==> src/rtl/wb_pipe_stage_pkg.sv <==
// Shared types for the writeback stage: FSM states, load kinds, regfile source select.
package rv32i_types;

  typedef enum logic [1:0] {
    IDLE,
    WAIT_MEM,
    DROP
  } wb_state_t;

  typedef enum logic [2:0] {
    lb,
    lbu,
    lh,
    lhu,
    lw,
    lwu,
    ld
  } load_funct_t;

  // Prefixed so the literals never collide with the same-named datapath ports.
  typedef enum logic [2:0] {
    sel_alu_out,
    sel_br_en,
    sel_u_imm,
    sel_load,
    sel_pc_plus4
  } regfilemux_sel_t;

  // Wide enough for the largest legal TIMEOUT (65535).
  localparam int CNT_W = 16;

endpackage

==> src/rtl/wb_pipe_stage_load_align.sv <==
// Combinational load lane extraction, sign/zero extension and alignment check.
module load_align
  import rv32i_types::*;
#(
  parameter  int XLEN = 32,
  localparam int OW   = $clog2(XLEN / 8)
) (
  input  logic [XLEN-1:0] rdata_i,
  input  logic [OW-1:0]   off_i,
  input  load_funct_t     funct_i,
  output logic [XLEN-1:0] data_o,
  output logic            misalign_o
);

  logic [XLEN-1:0] sh;

  // Bring the addressed byte lane down to bit 0.
  assign sh = rdata_i >> {off_i, 3'b000};

  // Extend per load kind; 64-bit-only kinds count as misaligned on a 32-bit datapath.
  always_comb begin
    data_o     = '0;
    misalign_o = 1'b0;
    case (funct_i)
      lb:  data_o = XLEN'($signed(sh[7:0]));
      lbu: data_o = XLEN'(sh[7:0]);
      lh: begin
        data_o     = XLEN'($signed(sh[15:0]));
        misalign_o = off_i[0];
      end
      lhu: begin
        data_o     = XLEN'(sh[15:0]);
        misalign_o = off_i[0];
      end
      lw: begin
        data_o     = XLEN'($signed(sh[31:0]));
        misalign_o = (off_i[1:0] != 2'b00);
      end
      lwu: begin
        data_o     = XLEN'(sh[31:0]);
        misalign_o = (XLEN != 64) || (off_i[1:0] != 2'b00);
      end
      ld: begin
        data_o     = sh;
        misalign_o = (XLEN != 64) || (off_i != '0);
      end
      default: begin
        data_o     = '0;
        misalign_o = 1'b0;
      end
    endcase
  end

endmodule

==> src/rtl/wb_pipe_stage.sv <==
// Writeback stage: accepts one instruction from MEM, waits for load data if
// needed, and drives a registered regfile write port plus error pulses.
module wb_pipe_stage
  import rv32i_types::*;
#(
  parameter int XLEN    = 32,
  parameter int TIMEOUT = 255
) (
  input  logic            clk,
  input  logic            rst,
  input  logic            valid_i,
  output logic            ready_o,
  input  logic [XLEN-1:0] alu_out,
  input  logic [XLEN-1:0] pc,
  input  logic [XLEN-1:0] u_imm,
  input  logic            br_en,
  input  logic [4:0]      rd,
  input  regfilemux_sel_t regfilemux_sel,
  input  load_funct_t     load_funct,
  input  logic            dmem_resp,
  input  logic [XLEN-1:0] dmem_rdata,
  input  logic            flush,
  output logic            rf_we,
  output logic [4:0]      rf_rd,
  output logic [XLEN-1:0] rf_wdata,
  output logic            misalign_o,
  output logic            timeout_o
);

  localparam int             OW       = $clog2(XLEN / 8);
  localparam logic [CNT_W-1:0] CNT_LAST = CNT_W'(TIMEOUT - 1);

  wb_state_t         state_q, state_d;
  logic [CNT_W-1:0]  cnt_q, cnt_d;
  logic [4:0]        hold_rd_q, hold_rd_d;
  load_funct_t       hold_funct_q, hold_funct_d;
  logic [OW-1:0]     hold_off_q, hold_off_d;
  logic              rf_we_q, rf_we_d, mis_q, mis_d, to_q, to_d;
  logic [4:0]        rf_rd_q, rf_rd_d;
  logic [XLEN-1:0]   rf_wdata_q, rf_wdata_d;

  logic              wr;
  logic [XLEN-1:0]   wr_data, nl_data, ld_data;
  logic              ld_mis;
  logic [4:0]        rd_src;
  logic [OW-1:0]     off_src;
  load_funct_t       funct_src;

  assign ready_o    = (state_q == IDLE);
  assign rf_we      = rf_we_q;
  assign rf_rd      = rf_rd_q;
  assign rf_wdata   = rf_wdata_q;
  assign misalign_o = mis_q;
  assign timeout_o  = to_q;

  // In IDLE the instruction is still on the inputs; afterwards it lives in the hold register.
  assign rd_src    = ready_o ? rd                : hold_rd_q;
  assign off_src   = ready_o ? alu_out[OW-1:0]   : hold_off_q;
  assign funct_src = ready_o ? load_funct        : hold_funct_q;

  load_align #(.XLEN(XLEN)) u_align (
    .rdata_i    (dmem_rdata),
    .off_i      (off_src),
    .funct_i    (funct_src),
    .data_o     (ld_data),
    .misalign_o (ld_mis)
  );

  // Non-load result select.
  always_comb begin
    nl_data = '0;
    case (regfilemux_sel)
      sel_alu_out:  nl_data = alu_out;
      sel_br_en:    nl_data = XLEN'(br_en);
      sel_u_imm:    nl_data = u_imm;
      sel_pc_plus4: nl_data = pc + XLEN'(4);
      default:      nl_data = '0;
    endcase
  end

  // Next-state, hold capture and output pulse decisions.
  always_comb begin
    state_d      = state_q;
    cnt_d        = cnt_q;
    hold_rd_d    = hold_rd_q;
    hold_funct_d = hold_funct_q;
    hold_off_d   = hold_off_q;
    rf_we_d      = 1'b0;
    mis_d        = 1'b0;
    to_d         = 1'b0;
    rf_rd_d      = rf_rd_q;
    rf_wdata_d   = rf_wdata_q;
    wr           = 1'b0;
    wr_data      = ld_data;
    case (state_q)
      IDLE: begin
        // flush blocks the accept, so nothing from this cycle reaches the outputs.
        if (valid_i && !flush) begin
          hold_rd_d    = rd;
          hold_funct_d = load_funct;
          hold_off_d   = alu_out[OW-1:0];
          if (regfilemux_sel != sel_load) begin
            wr      = 1'b1;
            wr_data = nl_data;
          end else if (ld_mis) begin
            mis_d = 1'b1;
          end else if (dmem_resp) begin
            wr = 1'b1;
          end else begin
            state_d = WAIT_MEM;
            cnt_d   = '0;
          end
        end
      end
      WAIT_MEM: begin
        if (flush) begin
          // A response arriving with the flush is consumed here; otherwise DROP eats it later.
          state_d = dmem_resp ? IDLE : DROP;
        end else if (dmem_resp) begin
          wr      = 1'b1;
          state_d = IDLE;
        end else if (cnt_q == CNT_LAST) begin
          to_d    = 1'b1;
          state_d = DROP;
        end else begin
          cnt_d = cnt_q + 1'b1;
        end
      end
      DROP: begin
        if (dmem_resp) state_d = IDLE;
      end
      default: state_d = IDLE;
    endcase
    if (wr) begin
      rf_rd_d    = rd_src;
      rf_wdata_d = wr_data;
      rf_we_d    = (rd_src != 5'd0);
    end
  end

  // State and output registers.
  always_ff @(posedge clk or posedge rst) begin
    if (rst) begin
      state_q      <= IDLE;
      cnt_q        <= '0;
      hold_rd_q    <= '0;
      hold_funct_q <= lb;
      hold_off_q   <= '0;
      rf_we_q      <= 1'b0;
      mis_q        <= 1'b0;
      to_q         <= 1'b0;
      rf_rd_q      <= '0;
      rf_wdata_q   <= '0;
    end else begin
      state_q      <= state_d;
      cnt_q        <= cnt_d;
      hold_rd_q    <= hold_rd_d;
      hold_funct_q <= hold_funct_d;
      hold_off_q   <= hold_off_d;
      rf_we_q      <= rf_we_d;
      mis_q        <= mis_d;
      to_q         <= to_d;
      rf_rd_q      <= rf_rd_d;
      rf_wdata_q   <= rf_wdata_d;
    end
  end

`ifndef SYNTHESIS
  // An out-of-range selector means the upstream decoder is broken; stop loudly.
  always_ff @(posedge clk) begin
    if (!rst && valid_i && ready_o && !flush) begin
      if (3'(regfilemux_sel) > 3'd4)
        $fatal(1, "wb_pipe_stage: illegal regfilemux_sel %0d", regfilemux_sel);
      if (regfilemux_sel == sel_load && 3'(load_funct) == 3'd7)
        $fatal(1, "wb_pipe_stage: illegal load_funct %0d", load_funct);
    end
  end
`endif

endmodule
==> config.mk <==
export PLATFORM = sky130hd
export DESIGN_NAME = wb_pipe_stage
export DESIGN_NICKNAME = d
export VERILOG_FILES = /design/src/rtl/wb_pipe_stage_pkg.sv /design/src/rtl/wb_pipe_stage_load_align.sv /design/src/rtl/wb_pipe_stage.sv
export SDC_FILE = /design/constraint.sdc
export NUM_CORES = 1
export LEC_CHECK = 0
export ABC_CLOCK_PERIOD_IN_PS = 3000
export BUFFER_PORTS_ARGS = -buffer_cell sky130_fd_sc_hd__buf_2
export CAP_MARGIN = 20
export CORE_UTILIZATION = 40
export CTS_BUF_LIST = sky130_fd_sc_hd__clkbuf_2 sky130_fd_sc_hd__clkbuf_4 sky130_fd_sc_hd__clkbuf_8
export CTS_CLUSTER_DIAMETER = 40
export DETAILED_ROUTE_END_ITERATION = 7
export GPL_ROUTABILITY_DRIVEN = 0
export GPL_TIMING_DRIVEN = 0
export PLACE_DENSITY = 0.66
export SYNTH_ARGS = -nofsm -noshare
export SYNTH_HDL_FRONTEND = slang
export SYNTH_SLANG_ARGS = --single-unit
==> constraint.sdc <==
create_clock -name clk -period 3 [get_ports clk]
set_clock_uncertainty 0.1 [all_clocks]
set_input_delay 0.9 -clock clk [delete_from_list [all_inputs] [get_ports clk]]
set_output_delay 0.9 -clock clk [all_outputs]
set_load 0.02 [all_outputs]
Word level (Yosys, flattened, before mapping)
Cells that the tools add are included.

operators by class
  add/subtract/negate cells = 2
  equality and inequality tests = 22
  shifts and indexed selects = 1
  multiplexer cells = 42
  reduce and logical (&&, ||, !) cells = 14

operators with widths
  kind                     count
  $pmux W32 S5             1
  $pmux W32 S4             1
  $mux W16                 7
  $mux W32                 3
  $add A32 B3 Y32 const B  1
  $pmux W16 S2             1
  $shr A32 B5 Y32          1
  $mux W2                  10
  $add A16 B1 Y16 const B  1
  $eq A16 B8 Y1 const B    1
  $mux W1                  14
  $ne A2 B2 Y1 const B     7
  $eq A3 B3 Y1 const B     4
  $eq A3 B2 Y1 const B     3
  $reduce_and A8 Y1        1
  $eq A3 B1 Y1 const B     2
  $logic_not A3 Y1         2
  $pmux W2 S3              1
  $reduce_and A6 Y1        1
  $mux W5                  1
  $reduce_bool A5 Y1       1
  $ne A4 B4 Y1 const B     1
  $reduce_bool A2 Y1       2
  $reduce_or A2 Y1         2
  other kinds (12)         12

word-level totals
  flip-flop bits (word level) = 68
  bits of input ports = 145
  output and inout bits = 41
  word-level logic and storage cells = 91

Longest topological paths before layout
  word-level depth = 10
  depth in mapped cells = 10

Modules after synthesis
A second synthesis with hierarchy kept.

unflattened totals
  cells, all modules = 616
  area, all modules = 5,295.1 um^2

modules (own cells, without submodules)
  module         times used  cells each  area each (um^2)
  wb_pipe_stage  1           504         4,460.5
  load_align     1           112         834.6

Least setup slack after synthesis
No wires, ideal clock.

  path kind = input to register
  start point = input load_funct[2]
  end point = register cnt_q[10]
  setup time = 0.066 ns
  arrival = 2.698 ns
  setup slack = 0.135 ns
  cell stages on the path = 7
  buffers on the path = 1
  cell sequence = or3b_1 > a221oi_4 > o31ai_4 > and3_1 > buf_6 > or4_1 > nand2_1

between the ends
  longest elaborated chain between the ends = 6
  elaborated cells between the ends (all ways) = 11
  those cells by class = eq/ne (6); mux (2); reduce/logical (3)

ends and longest elaborated chain
  element                                       line                            RTL
  start: declaration                            wb_pipe_stage.sv:19             input load_funct_t load_funct,
  $mux W3 (*)                                   wb_pipe_stage.sv:59             assign funct_src = ready_o ? load_funct : hold_funct_q;
  $eq A3 B3 Y1 or $eq A3 B2 Y1 (tied branches)  wb_pipe_stage_load_align.sv:24  case (funct_i)
  $reduce_or A2 Y1 (no source line)             -
  $pmux W1 S3 (*)                               wb_pipe_stage_load_align.sv:24
  $ne A2 B2 Y1 (no source line) (*)             -
  $reduce_and A8 Y1 (no source line) (*)        -
  end signal: assignment                        wb_pipe_stage.sv:156            cnt_q <= cnt_d;
  end: declaration                              wb_pipe_stage.sv:34             logic [CNT_W-1:0] cnt_q, cnt_d;

Mark *: on every way between the ends. The rest lies on a longest branch, timed or not.
A chain may end at the register's enable or synchronous reset.

Worst setup path in the final report
  start point = register state_q[0]
  end point = register rf_wdata_q[29] (netlist: rf_wdata[29])

between the ends
  longest elaborated chain between the ends = 9
  elaborated cells between the ends (all ways) = 25
  those cells by class = eq/ne (7); shift (1); mux (11); reduce/logical (6)

ends and longest elaborated chain
  element                                                                  line                  RTL
  start: declaration                                                       wb_pipe_stage.sv:33   wb_state_t state_q, state_d;
  start signal: assignment                                                 wb_pipe_stage.sv:155  state_q <= state_d;
  parallel branches: the longest is 9 deep, another holds $shr A32 B5 Y32  -
  end signal: assignment                                                   wb_pipe_stage.sv:164  rf_wdata_q <= rf_wdata_d;
  end: declaration                                                         wb_pipe_stage.sv:40   logic [XLEN-1:0] rf_wdata_q, rf_wdata_d;

Parallel ways; which one is timed is not known.

==> flow_results.org <==
** Synthesis
- Yosys mapped a number of flops with a built-in enable equal to 0.
- By count the netlist is led by sky130_fd_sc_hd__nand2_1 (97), sky130_fd_sc_hd__dfrtp_1 (68), sky130_fd_sc_hd__mux2i_1 (52), sky130_fd_sc_hd__nor2_1 (44), sky130_fd_sc_hd__o21ai_0 (37).
- Warnings from Yosys :: 0
- Post-synthesis cell type with the largest combined area :: sky130_fd_sc_hd__dfrtp_1
- By area the synthesized netlist is led by sky130_fd_sc_hd__dfrtp_1 (32%), sky130_fd_sc_hd__mux2i_1 (9.8%), sky130_fd_sc_hd__nand2_1 (6.9%).
- Mapped Area :: 5290 µm²
- Counting flops with an async set or reset pin after synthesis yields a share of 100%.
- Distinct cell type count of the synthesized netlist :: 72
- In this run the biggest area consumer among cell types represents 32.2% of the synthesized area.
- In the synthesized netlist the dominant register cell turns out to be sky130_fd_sc_hd__dfrtp_1.
- Sequential area share after synthesis :: 32.2%
- When the netlist entered floorplanning its net count stood at 783.
- Synthesized area per cell :: 8.33 µm²
- The synthesized design contains 68 register bits.
- By instance count, the leading cell after synthesis is sky130_fd_sc_hd__nand2_1.
- Instance count of the mapped netlist :: 635

** Critical path
- Reg2reg end :: rf_wdata[29]
- Setup crit end kind :: flop
- Setup slack on the worst reg-to-reg path comes out at 0.10 ns.
- The worst setup path is of the flop to flop kind.
- Count of cells along the worst register-to-register path :: 8
- STA puts the critical path data required time at 3.17 ns.
- The startpoint identified for the worst register-to-register timing path is state_q[0].
- The most critical setup path has its endpoint at rf_wdata[29].
- STA classifies the critical path startpoint as a flop.
- Tracing the worst setup path back leads to its startpoint at state_q[0].
- In this run the worst path has a maximum fanout of 9.
- Data arrives at the worst endpoint at 3.07 ns.

** Timing
- Setup Total Neg Slack :: 0 ns
- The clock period could shrink to 2.90 ns.
- In this run the tightest slew margin relative to its limit is 42.1%.
- Count of endpoints failing hold in the final timing report :: 0
- Unrepaired setup endpoints after global routing :: false
- Static timing analysis puts the maximum clock frequency at 345 MHz.
- Dividing the final minimum period by the clock period gives 96.6%.
- At the pin with the least slew margin, the transition time is 0.869 ns.
- Number of endpoints failing setup at the final stage :: 0
- Setup slack closes at 0.101 ns.
- Final slew viol count :: 0

** Min path
- In this run the worst hold path is classified as flop to flop.

** Power
- VDD IR max :: 0.000234 V
- Power Density :: 435 nW/µm²
- Total power draw :: 2.92 mW
- Summed over all cells, the static leakage comes to 3.15 nW.

** Clock tree
- Clock H-tree levels :: 3
- Clk root buf :: sky130_fd_sc_hd__clkbuf_8
- Clock-pin slew was measured on the worst setup and hold paths at 0.07 ns.
- Buffers inserted to repair hold after CTS numbered 0.
- CTS max path bufs :: 2
- TritonCTS buffer count :: 9
- Clock tree synthesis found a total of 68 sinks.
- TritonCTS built the clock tree.
- Insertion delay to the later sink of the worst-skew pair :: 0.37 ns

** Drt
- The first routing iteration left 534 violations.
- After detailed routing, the total wire length is 19500 µm.
- After detailed routing, the number of remaining DRC violations is 0.
- Post-DR vias/cell :: 5.94
- Before antenna repair, the detailed router went through 5 iterations.
- After detailed routing, the average wire length per cell comes to 19.3 µm.
- The count of nets left with antenna violations once routing finished came out at 0.
- Count of vias placed by the detailed router :: 6020

** Finish
- Compared with the post-synthesis result, the final layout area differs by 26.8%.
- In the final layout, the share of cells above drive strength 1 is 29.5%.
- Count of filler cells inserted in the layout :: 1253
- Net count reported at finish :: 984
- Final core occ :: 52.5%
- Final cell area excluding filler cells :: 6710 µm²

** Placed design
- Once detailed placement completed, the half-perimeter wirelength came to 15500 µm.
- Buffers on Ports :: 185
- After detailed placement, the total cell area comes to 6430 µm².
- Dpl ws :: -0.441 ns

** Global routing
- Pin count of the biggest net entering global routing :: 69
- The number of global-route vias before repair is 5681.
- Summed over all layers, the global routing overflow is 0.
- Initial antenna violation count :: 1
- In the global route stage, overall resource usage came out at 29.1%.
- The first global-routing pass estimated 29500 µm of wire.

** Floorplanning
- For this design the top-level I/O count stands at 186.
- Initial core utilization :: 41.4%
- After floorplanning, the core was divided into 41 placement rows.
- In this run the standard cell core region covers 12800 µm².
- Die area :: 13700 µm²
- Horizontal extent of the die :: 117 µm
- Height of the chip :: 117 µm

** Run
- Total of max-cap violations :: 0

** Outcome
- Status :: finished clean
per-layer routing:
metal,track usage (%),wire (µm),vias up
li1,-,-,2797
met1,36.2,7920,2870
met2,47.3,9200,299
met3,5.36,1540,54
met4,16.9,881,0
met5,0,0,-
placed cells by master, fill, tap and decap left out, types with 14 or more instances in the layout:
master | Yosys | final
sky130_fd_sc_hd__buf_2 | 15 | 200
sky130_fd_sc_hd__mux2i_1 | 52 | 52
sky130_fd_sc_hd__nor2_1 | 44 | 43
sky130_fd_sc_hd__dfrtp_1 | 68 | 68
sky130_fd_sc_hd__nor3_1 | 14 | 14
sky130_fd_sc_hd__o21ai_0 | 37 | 36
sky130_fd_sc_hd__nand3_1 | 23 | 23
sky130_fd_sc_hd__a21oi_1 | 25 | 25
sky130_fd_sc_hd__nand2_1 | 97 | 97
stage by stage:
step                std cells  hold WS [ns]
finish                   1014         0.375
global route             1014         0.391
CTS                      1008         0.382
detailed placement        992         0.367
global placement          992         0.362
floorplan                 635         0.342
worst min path at each step:
stage	from	endpoint	slack [ns]	depth (start not counted)
after floorplan	hold_off_q[1]	hold_off_q[1]	0.34	2
after global placement	rf_rd[4]	rf_rd[4]	0.36	2
after detailed placement	rf_rd[4]	rf_rd[4]	0.37	2
after CTS	rf_wdata[8]	rf_wdata[8]	0.38	2
after global routing	rf_rd[4]	rf_rd[4]	0.39	2
final	rf_rd[4]	rf_rd[4]	0.37	2
power by group:
group          switching (mW)  internal [mW]
Combinational           0.580          0.364
Clock                   0.375          0.436
Sequential              0.104           1.06
Total                    1.06           1.86
repair_timing:
| action | 4_1_cts | 5_1_grt |
|---|---|---|
| endpoints found under the hold margin | 0 | 0 |
| setup endpoints to repair | 13 | 13 |
| resized for setup | 4 | 4 |
| pin swaps | 0 | 2 |
| buffers inserted | 0 | 5 |
| cloned | 0 | 0 |
flip-flops by register name, indices dropped and copies added, names as in the netlist:
name,cells
state_q,2
rf_rd,5
timeout_o,1
rf_wdata,32
hold_rd_q,5
cnt_q,16
rf_we,1
hold_off_q,2
hold_funct_q,3
misalign_o,1
area by class of cell:
cell class	count	area, µm²	share of cell area (%)
timing repair buffer	190	963	14.4
sequential	68	1700	25.4
clock inverter	4	47.5	0.709
buffer	35	164	2.44
clock buffer	12	159	2.37
antenna	1	2.50	0.0373
inverter	11	43.8	0.653
tap	172	215	3.21
multi-input combinational	521	3410	50.8
worst max-delay path, cell delays in order, from the launching register on:
cell and delay, ns:
sky130_fd_sc_hd__dfrtp_1 0.44, sky130_fd_sc_hd__or2_1 0.31, sky130_fd_sc_hd__inv_2 0.14, sky130_fd_sc_hd__nand2_1 0.09, sky130_fd_sc_hd__or2_2 0.29, sky130_fd_sc_hd__clkbuf_1 0.24, sky130_fd_sc_hd__a211oi_2 0.73, sky130_fd_sc_hd__o21ai_0 0.31
sky130_fd_sc_hd__o311ai_1 0.16
kinds of logic (layout without fill, tap and decap cells):
family                   count (synthesis)  after routing  synth area share [%]
AND/OR/NAND/NOR                        259            259                  24.3
other                                    0              1                     0
multiplexers                            59             59                  11.3
flip-flops                              68             68                  32.2
AO/OA/AOI/OAI                          174            174                  23.4
buffers and inverters                   46            252                  3.76
XOR/XNOR                                26             26                  4.31
adder cells (fa/ha/maj)                  3              3                 0.710
Power figures use the tool's default switching activity.
